### config.mk
export PLATFORM = sky130hd
export DESIGN_NAME = reset_seq_gen_flat
export DESIGN_NICKNAME = d
export VERILOG_FILES = /design/src/rtl/reset_seq_gen_if.sv /design/src/rtl/reset_seq_gen.sv /design/src/flat_wrapper.sv
export SDC_FILE = /design/constraint.sdc
export NUM_CORES = 1
export LEC_CHECK = 0
export BUFFER_PORTS_ARGS = -buffer_cell sky130_fd_sc_hd__buf_2
export CORE_UTILIZATION = 56
export DETAILED_ROUTE_END_ITERATION = 8
export GPL_TIMING_DRIVEN = 0
export PLACE_DENSITY = 0.77
export SYNTH_ARGS = -nofsm -noshare
export SYNTH_HDL_FRONTEND = slang
export SYNTH_SLANG_ARGS = --single-unit
### constraint.sdc
create_clock -name sys_clk -period 2.5 [get_ports sys_clk]
set_clock_uncertainty 0.15 [all_clocks]
set_input_delay 0.5 -clock sys_clk [delete_from_list [all_inputs] [get_ports sys_clk]]
set_output_delay 0.5 -clock sys_clk [all_outputs]
set_load 0.005 [all_outputs]
### src/rtl/reset_seq_gen_if.sv
// Request and reset-output bundle between the pad/CPU register block and the
// reset sequencer.
interface reset_seq_gen_if #(
  parameter int unsigned CH = 4
);
  logic          p_rst_n;
  logic          sw_rst_req;
  logic [CH-1:0] ch_mask;
  logic [CH-1:0] sys_rst_n;
  logic          rst_busy;
  logic          release_done;
  logic [1:0]    rst_cause;

  modport master (
    output p_rst_n, sw_rst_req, ch_mask,
    input  sys_rst_n, rst_busy, release_done, rst_cause
  );

  modport slave (
    input  p_rst_n, sw_rst_req, ch_mask,
    output sys_rst_n, rst_busy, release_done, rst_cause
  );
endinterface

### src/rtl/reset_seq_gen.sv
// Multi-domain reset sequencer: filters the board reset pin, merges software
// requests, holds the targeted domains in reset, then releases them in order.
module reset_seq_gen #(
  parameter int unsigned CH   = 4,
  parameter int unsigned FILT = 4,
  parameter int unsigned HOLD = 16,
  parameter int unsigned GAP  = 8
) (
  input  logic           sys_clk,
  input  logic           sys_rst,
  reset_seq_gen_if.slave rif
);

  localparam int unsigned M1   = (HOLD > GAP) ? HOLD : GAP;
  localparam int unsigned MAXC = (M1 > FILT) ? M1 : FILT;
  localparam int unsigned CW   = $clog2(MAXC + 1);
  localparam int unsigned KW   = (CH > 1) ? $clog2(CH) : 1;

  typedef enum logic [1:0] {
    S_HOLD,
    S_STAGE,
    S_RUN
  } state_t;

  state_t         state_q, state_d;
  logic [CW-1:0]  cnt_q, cnt_d;
  logic [KW-1:0]  k_q, k_d;
  logic [CH-1:0]  tgt_q, tgt_d;
  logic [CH-1:0]  rstn_q, rstn_d;
  logic           busy_q, busy_d;
  logic           done_q, done_d;
  logic [1:0]     cause_q, cause_d;
  logic           s1_q, s2_q;
  logic [CW-1:0]  fcnt_q, fcnt_d;

  logic           pin_req;
  logic           pin_act;
  logic           sw_req;
  logic [CH-1:0]  new_set;

  // Pin fires once on the edge the filter count saturates; pin_act then
  // keeps the hold counter pinned at zero until the synced pin goes high.
  always_comb begin
    pin_req = !s2_q && (fcnt_q == CW'(FILT - 1));
    pin_act = !s2_q && (fcnt_q == CW'(FILT));
    sw_req  = rif.sw_rst_req && (|rif.ch_mask);
    new_set = pin_req ? {CH{1'b1}} : rif.ch_mask;
    if (s2_q) begin
      fcnt_d = '0;
    end else if (pin_act) begin
      fcnt_d = fcnt_q;
    end else begin
      fcnt_d = fcnt_q + 1'b1;
    end
  end

  always_comb begin
    state_d = state_q;
    cnt_d   = cnt_q;
    k_d     = k_q;
    tgt_d   = tgt_q;
    rstn_d  = rstn_q;
    busy_d  = busy_q;
    done_d  = 1'b0;
    cause_d = cause_q;

    if (pin_req || sw_req) begin
      tgt_d   = tgt_q | new_set;
      rstn_d  = rstn_q & ~(tgt_q | new_set);
      state_d = S_HOLD;
      cnt_d   = '0;
      k_d     = '0;
      busy_d  = 1'b1;
      // Cause is latched fresh from idle; mid-sequence only the pin can overwrite it.
      if (state_q == S_RUN) begin
        cause_d = pin_req ? 2'b01 : 2'b10;
      end else if (pin_req) begin
        cause_d = 2'b01;
      end
    end else begin
      unique case (state_q)
        S_HOLD: begin
          if (pin_act) begin
            cnt_d = '0;
          end else if (cnt_q == CW'(HOLD - 1)) begin
            rstn_d[0] = 1'b1;
            cnt_d     = '0;
            if (CH == 1) begin
              state_d = S_RUN;
              busy_d  = 1'b0;
              done_d  = 1'b1;
              tgt_d   = '0;
            end else begin
              state_d = S_STAGE;
              k_d     = KW'(1);
            end
          end else begin
            cnt_d = cnt_q + 1'b1;
          end
        end
        S_STAGE: begin
          if (cnt_q == CW'(GAP - 1)) begin
            rstn_d[k_q] = 1'b1;
            cnt_d       = '0;
            if (k_q == KW'(CH - 1)) begin
              state_d = S_RUN;
              busy_d  = 1'b0;
              done_d  = 1'b1;
              tgt_d   = '0;
            end else begin
              k_d = k_q + 1'b1;
            end
          end else begin
            cnt_d = cnt_q + 1'b1;
          end
        end
        S_RUN: begin
        end
        default: begin
          state_d = S_RUN;
        end
      endcase
    end
  end

  always_ff @(posedge sys_clk) begin
    if (sys_rst) begin
      state_q <= S_HOLD;
      cnt_q   <= '0;
      k_q     <= '0;
      tgt_q   <= '1;
      rstn_q  <= '0;
      busy_q  <= 1'b1;
      done_q  <= 1'b0;
      cause_q <= 2'b00;
      s1_q    <= 1'b1;
      s2_q    <= 1'b1;
      fcnt_q  <= '0;
    end else begin
      state_q <= state_d;
      cnt_q   <= cnt_d;
      k_q     <= k_d;
      tgt_q   <= tgt_d;
      rstn_q  <= rstn_d;
      busy_q  <= busy_d;
      done_q  <= done_d;
      cause_q <= cause_d;
      s1_q    <= rif.p_rst_n;
      s2_q    <= s1_q;
      fcnt_q  <= fcnt_d;
    end
  end

  assign rif.sys_rst_n    = rstn_q;
  assign rif.rst_busy     = busy_q;
  assign rif.release_done = done_q;
  assign rif.rst_cause    = cause_q;

endmodule
### src/flat_wrapper.sv
// flat-port wrapper written by rule: the top's interface ports become plain ports
module reset_seq_gen_flat 
#(
  parameter int unsigned CH   = 4,
  parameter int unsigned FILT = 4,
  parameter int unsigned HOLD = 16,
  parameter int unsigned GAP  = 8
)
  (sys_clk, sys_rst, rif_p_rst_n, rif_sw_rst_req, rif_ch_mask, rif_sys_rst_n, rif_rst_busy, rif_release_done, rif_rst_cause);
  reset_seq_gen_if #(.CH(CH)) rif_i ();
  input  logic sys_clk;
  input  logic sys_rst;
  input wire logic [$bits(rif_i.p_rst_n)-1:0] rif_p_rst_n;
  input wire logic [$bits(rif_i.sw_rst_req)-1:0] rif_sw_rst_req;
  input wire logic [$bits(rif_i.ch_mask)-1:0] rif_ch_mask;
  output wire logic [$bits(rif_i.sys_rst_n)-1:0] rif_sys_rst_n;
  output wire logic [$bits(rif_i.rst_busy)-1:0] rif_rst_busy;
  output wire logic [$bits(rif_i.release_done)-1:0] rif_release_done;
  output wire logic [$bits(rif_i.rst_cause)-1:0] rif_rst_cause;
  assign rif_i.p_rst_n = rif_p_rst_n;
  assign rif_i.sw_rst_req = rif_sw_rst_req;
  assign rif_i.ch_mask = rif_ch_mask;
  assign rif_sys_rst_n = rif_i.sys_rst_n;
  assign rif_rst_busy = rif_i.rst_busy;
  assign rif_release_done = rif_i.release_done;
  assign rif_rst_cause = rif_i.rst_cause;
  reset_seq_gen #(.CH(CH), .FILT(FILT), .HOLD(HOLD), .GAP(GAP)) u_core (.sys_clk(sys_clk), .sys_rst(sys_rst), .rif(rif_i));
endmodule
== After elaboration in Yosys (flattened, before gate mapping) ==
Cells that the tools add are included.
Widths: inputs -> output; s select.
Storage, ports and cells
  register bits after elaboration: 28
  input bits: 8
  output and inout bits: 8
  word-level logic and storage cells: 92
Cells by class
  add/subtract/negate cells: 3
  $lt $le $gt $ge: 2
  equal/unequal tests: 15
  mux-type cells: 29
  bitwise operators: 7
  reduce and logical (&&, ||, !) cells: 24
Operators with widths (count)
  $mux 4: 7
  $mux 2: 9
  $mux 5: 3
  $add 5x1->5 const B: 2
  $eq 5x3->1 const B: 2
  $pmux 5 s2: 1
  $reduce_and 5->1: 2
  $reduce_bool 2->1: 5
  $or 4x4->4: 2
  $reduce_or 4->1: 2
  $ne 2x1->1 const B: 3
  $ne 3x1->1 const B: 2
  $pmux 2 s3: 1
  $reduce_and 3->1: 2
  $eq 5x2->1 const B: 1
  $eq 5x4->1 const B: 1
  $and 4x4->4: 1
  $eq 2x2->1 const B: 2
  $logic_and 1x1->1: 4
  $mux 1: 4
  $ne 2x2->1 const B: 2
  $not 4->4: 1
  $pmux 2 s2: 1
  $reduce_and 2->1: 2
  15 further kinds: 18

== Depth between registers and ports, before layout ==
  depth in word-level cells: 8
  depth in mapped cells: 8
  depth with buffers taken out: 8

== Worst setup path after synthesis ==
OpenSTA, ideal clock, no wires.
  path kind: register to register
  start point: reg u_core.cnt_q[0]
  end point: reg u_core.k_q[1]
  arrival time: 1583 ps
  required time: 2278 ps
  path slack: 695 ps
  cell stages (with the launch flop): 9
  path buffers: 0
  clock period less this slack: 1805 ps
  path through: dfxtp_1 > ha_1 > nand3_1 > inv_1 > ha_1 > nor2b_1 > nor2b_1 > a211o_1 > a21oi_1
On the way
  longest elaborated chain between the ends: 3
RTL lines
  start: declaration: RTL line reset_seq_gen.sv:26  | logic [CW-1:0] cnt_q, cnt_d;
  start signal: assignment: RTL line reset_seq_gen.sv:141  | cnt_q <= cnt_d;
  $eq 5x3->1 or $eq 5x4->1 (tied branches): RTL line reset_seq_gen.sv:102, reset_seq_gen.sv:85
  $ne 2x1->1 (no line)
  $reduce_and 5->1 (no line) *
  end signal: assignment: RTL line reset_seq_gen.sv:142  | k_q <= k_d;
  end: declaration: RTL line reset_seq_gen.sv:27  | logic [KW-1:0] k_q, k_d;
Every way passes the cells marked *; elsewhere a longest branch is shown, timed or not.
A chain may end at the register's enable or synchronous reset.

== Worst setup path after layout ==
  start point: reg u_core.cnt_q[0]
  end point: reg u_core.k_q[0]
The elaborated chain is that of the path after synthesis.

==> impl_metrics.py <==
metrics = {
    "setup_path": {
        "startpoint_type": "register",
        "path_cells": "ha_1 -> nand3_1 -> inv_1 -> ha_1 -> nor2b_1 -> nor2b_1 -> a211oi_1 -> a211oi_1",
        "cp_slowest_cell": "dfxtp_1",
        "r2r_setup_slack_ns": 0.41,
        "crit_required_ns": 2.61,
        "path_max_fanout": 4,
        "r2r-end": "u_core.k_q[0]$_SDFFE_PP0P_",
        "r2r-start": "u_core.cnt_q[0]$_SDFFE_PP0P_",
        "end_kind": "register",
        "setup.worst_path.class": "reg2reg",
        "rr_worst_depth": 8,
        "cpPeakStageDelay_ns": 0.44,
        "arrival_ns": 2.20,
    },
    "hold_path": {
        "holdPathEnd": "u_core.s1_q$_SDFF_PP1_",
        "hold_class": "in2reg",
        "min_path_cells": 2,
        "holdCritStartpoint": "rif_p_rst_n",
    },
    "floorplan": {
        "die_w_um": 51.8,
        "die_y_um": 51.8,
        "initial_core_util_pct": 61.1,
        "row_count": 17,
        "ios": 16,
        "coreArea_um2": 2280,
        "dieArea_um2": 2690,
    },
    "pwr": {
        "switching_share_pct": 23.3,
        "max-vdd-ir-drop_mv": 0.329,
        "power_density_nw_per_um2": 448,
        "clkPwrFrac_pct": 27.2,
        "pwr-share-comb_pct": 5.9,
        "power_frac_seq_pct": 66.9,
        "p_sw_mw": 0.158,
        "p_total_mw": 0.680,
        "p_leak_nw": 0.586,
        "p_int_mw": 0.522,
    },
    "clock_network": {
        "clk_pin_slew_worst_paths_ns": 0.14,
        "cts_resized": 0,
        "numCtsBuffers": 3,
        "clock_path_buffers": 2,
        "cts-root-buf": "clkbuf_4",
        "insertion_delay_ns": 0.33,
        "numClockSinks": 28,
        "hold_buffers": 0,
        "htreeDepth": 1,
        "cts_tree": "yes",
        "post-cts-setup-buffers": 0,
    },
    "logic_synthesis": {
        "syn-instance-count": 149,
        "yosysUniqueCellTypes": 45,
        "yosysMostFrequentCell": "dfxtp_1",
        "synthTopCellsByCount": "dfxtp_1, o21ai_0, a21oi_1",
        "synth_edf_count": 0,
        "synth-seq-area-share_pct": 40.3,
        "synthFlopType": "dfxtp_1",
        "synth_nets": 166,
        "avgSynthCellArea_um2": 9.34,
        "synth.area.top_cells": "dfxtp_1, ha_1, o21ai_0, a21oi_1, a211oi_1",
        "synth_top_area_share_pct": 40.3,
        "ys_ff_latch": 28,
        "yosysWarnings": 0,
        "netlist_area_um2": 1390,
        "async_flop_share_pct": 0,
        "synth.largest_area_cell": "dfxtp_1",
    },
    "sta": {
        "fin_setup_tns_ns": 0,
        "rsz0062_at_grt": "no",
        "setup_viol": 0,
        "finalCritPeriodShare_pct": 83.6,
        "finalHoldViolCount": 0,
        "max_slew_margin_pct": 69.8,
        "maxSlewViolCount": 0,
        "fmax_mhz": 478,
        "fin_crit_ns": 2.09,
        "worst_pin_slew_ns": 0.453,
    },
    "placed_design": {
        "io_buffers": 14,
        "globalplace.congestion": 0.823,
        "dpl_cell_area_um2": 1500,
        "dp.final_hpwl_um": 2070,
    },
    "route": {
        "vias_per_cell": 5.96,
        "firstDrtPassIters": 4,
        "drcViolationCount": 0,
        "drt_wl_total_um": 2730,
        "ant_nets": 0,
        "vias": 1157,
        "drt_iter0_drc": 34,
        "wl_per_cell_um": 14.1,
    },
    "global_routing": {
        "grt_max_degree": 15,
        "grt_overflow": 0,
        "grt_util_all_layers_pct": 23.0,
        "grt_pass1_wl_um": 4630,
        "grt_pass1_vias": 1091,
        "antenna_found_initial": 0,
    },
    "run_status": {
        "outcome": "completed",
    },
    "job": {
        "max-cap-violations": 0,
    },
    "finish": {
        "diodes": 0,
        "nets": 185,
        "syn_to_final_growth_pct": 9.17,
        "layout-drive-gt1-share_pct": 19.3,
        "fin_area_um2": 1520,
    },
}
[routing by layer]
| metal | track usage, % | up-vias | part of all wire (%) |
|---|---|---|---|
| li1 | - | 583 | - |
| met1 | 27.6 | 531 | 45 |
| met2 | 39.1 | 35 | 49 |
| met3 | 3.80 | 8 | 4.0 |
| met4 | 11.3 | 0 | 2.1 |
| met5 | 0 | - | 0 |
[final cells by class]
cell class	instances	area [µm²]
multi-input combinational	106	773
fill	192	757
sequential	28	561
timing repair buffer	14	70.1
tap	28	35.0
inverter	9	33.8
buffer	6	23.8
clock buffer	3	22.5
[worst max-delay path, delay by kind of cell (launching register included)]
kind / cells / cell delay, ns
compound gates: 2 / 0.32
fa+ha+maj: 2 / 0.45
buf+inv: 1 / 0.09
flops: 1 / 0.44
simple gates: 3 / 0.57
[per-stage QoR]
| stage | util (%) | setup WS [ns] | instances | hold WS (ns) |
|---|---|---|---|---|
| floorplan | - | 0.695 | 149 | 0.239 |
| global placement | 65.8 | 0.552 | 191 | 0.250 |
| detailed placement | 65.8 | 0.482 | 191 | 0.254 |
| CTS | 66.7 | 0.447 | 194 | 0.194 |
| global route | 66.7 | 0.213 | 194 | 0.197 |
| finish | 66.7 | 0.409 | 194 | 0.196 |
[worst max path at each step]
stage                                       startpoint                           end  slack [ns]  cells after the start
final                     u_core.cnt_q[0]$_SDFFE_PP0P_    u_core.k_q[0]$_SDFFE_PP0P_        0.41                      8
after global routing      u_core.cnt_q[0]$_SDFFE_PP0P_    u_core.k_q[0]$_SDFFE_PP0P_        0.21                      8
after CTS                 u_core.cnt_q[0]$_SDFFE_PP0P_    u_core.k_q[0]$_SDFFE_PP0P_        0.45                      8
after detailed placement  u_core.cnt_q[0]$_SDFFE_PP0P_    u_core.k_q[0]$_SDFFE_PP0P_        0.48                      8
after global placement                  rif_ch_mask[1]  u_core.cnt_q[3]$_SDFFE_PP0P_        0.55                      5
after floorplan           u_core.cnt_q[0]$_SDFFE_PP0P_    u_core.k_q[1]$_SDFFE_PP0P_        0.69                      8
[cell families after synthesis]
kind of cell	after synthesis	synth area share [%]
fa+ha+maj	9	8.09
buf+inv	15	4.14
simple gates	44	19.6
compound gates	47	23.8
xor+xnor	4	2.52
mux	2	1.53
flops	28	40.3
[cell usage in the layout, fill, tap and decap left out, types with 2 or more instances in the layout]
cell	synthesis	routed
o41ai_2	2	2
inv_1	9	9
clkbuf_1	5	5
a221oi_1	2	2
a21oi_1	10	10
nor3_1	5	5
nand3_1	7	7
a31oi_1	3	3
buf_2	1	15
ha_1	9	9
nor2_1	6	6
a211oi_1	5	5
or2_2	2	2
o211ai_1	4	4
dfxtp_1	28	28
nor2b_1	4	4
o21ai_0	11	11
clkbuf_4	0	3
nand2_1	6	6
xnor2_1	2	2
and3_1	2	2
xor2_1	2	2
[registers in the layout (all words and copies together) (netlist names)]
register and cells:
u_core.cnt_q 5, u_core.fcnt_q 5, u_core.k_q 2, u_core.rif.release_done 1
u_core.rif.rst_busy 1, u_core.rif.rst_cause 2, u_core.rif.sys_rst_n 4, u_core.s1_q 1
u_core.s2_q 1, u_core.state_q 2, u_core.tgt_q 4
[power by group through the flow]
stage / Combinational, mW / Sequential [mW] / Clock (mW)
2_1_floorplan: 0.0238 / 0.463 / 0
3_5_place_dp: 0.0398 / 0.464 / 0
6_report: 0.0399 / 0.455 / 0.185
3_3_place_gp: 0.0388 / 0.464 / 0
4_1_cts: 0.0403 / 0.455 / 0.187
5_1_grt: 0.0445 / 0.456 / 0.201
No activity file was read; power rests on OpenSTA's default activity.
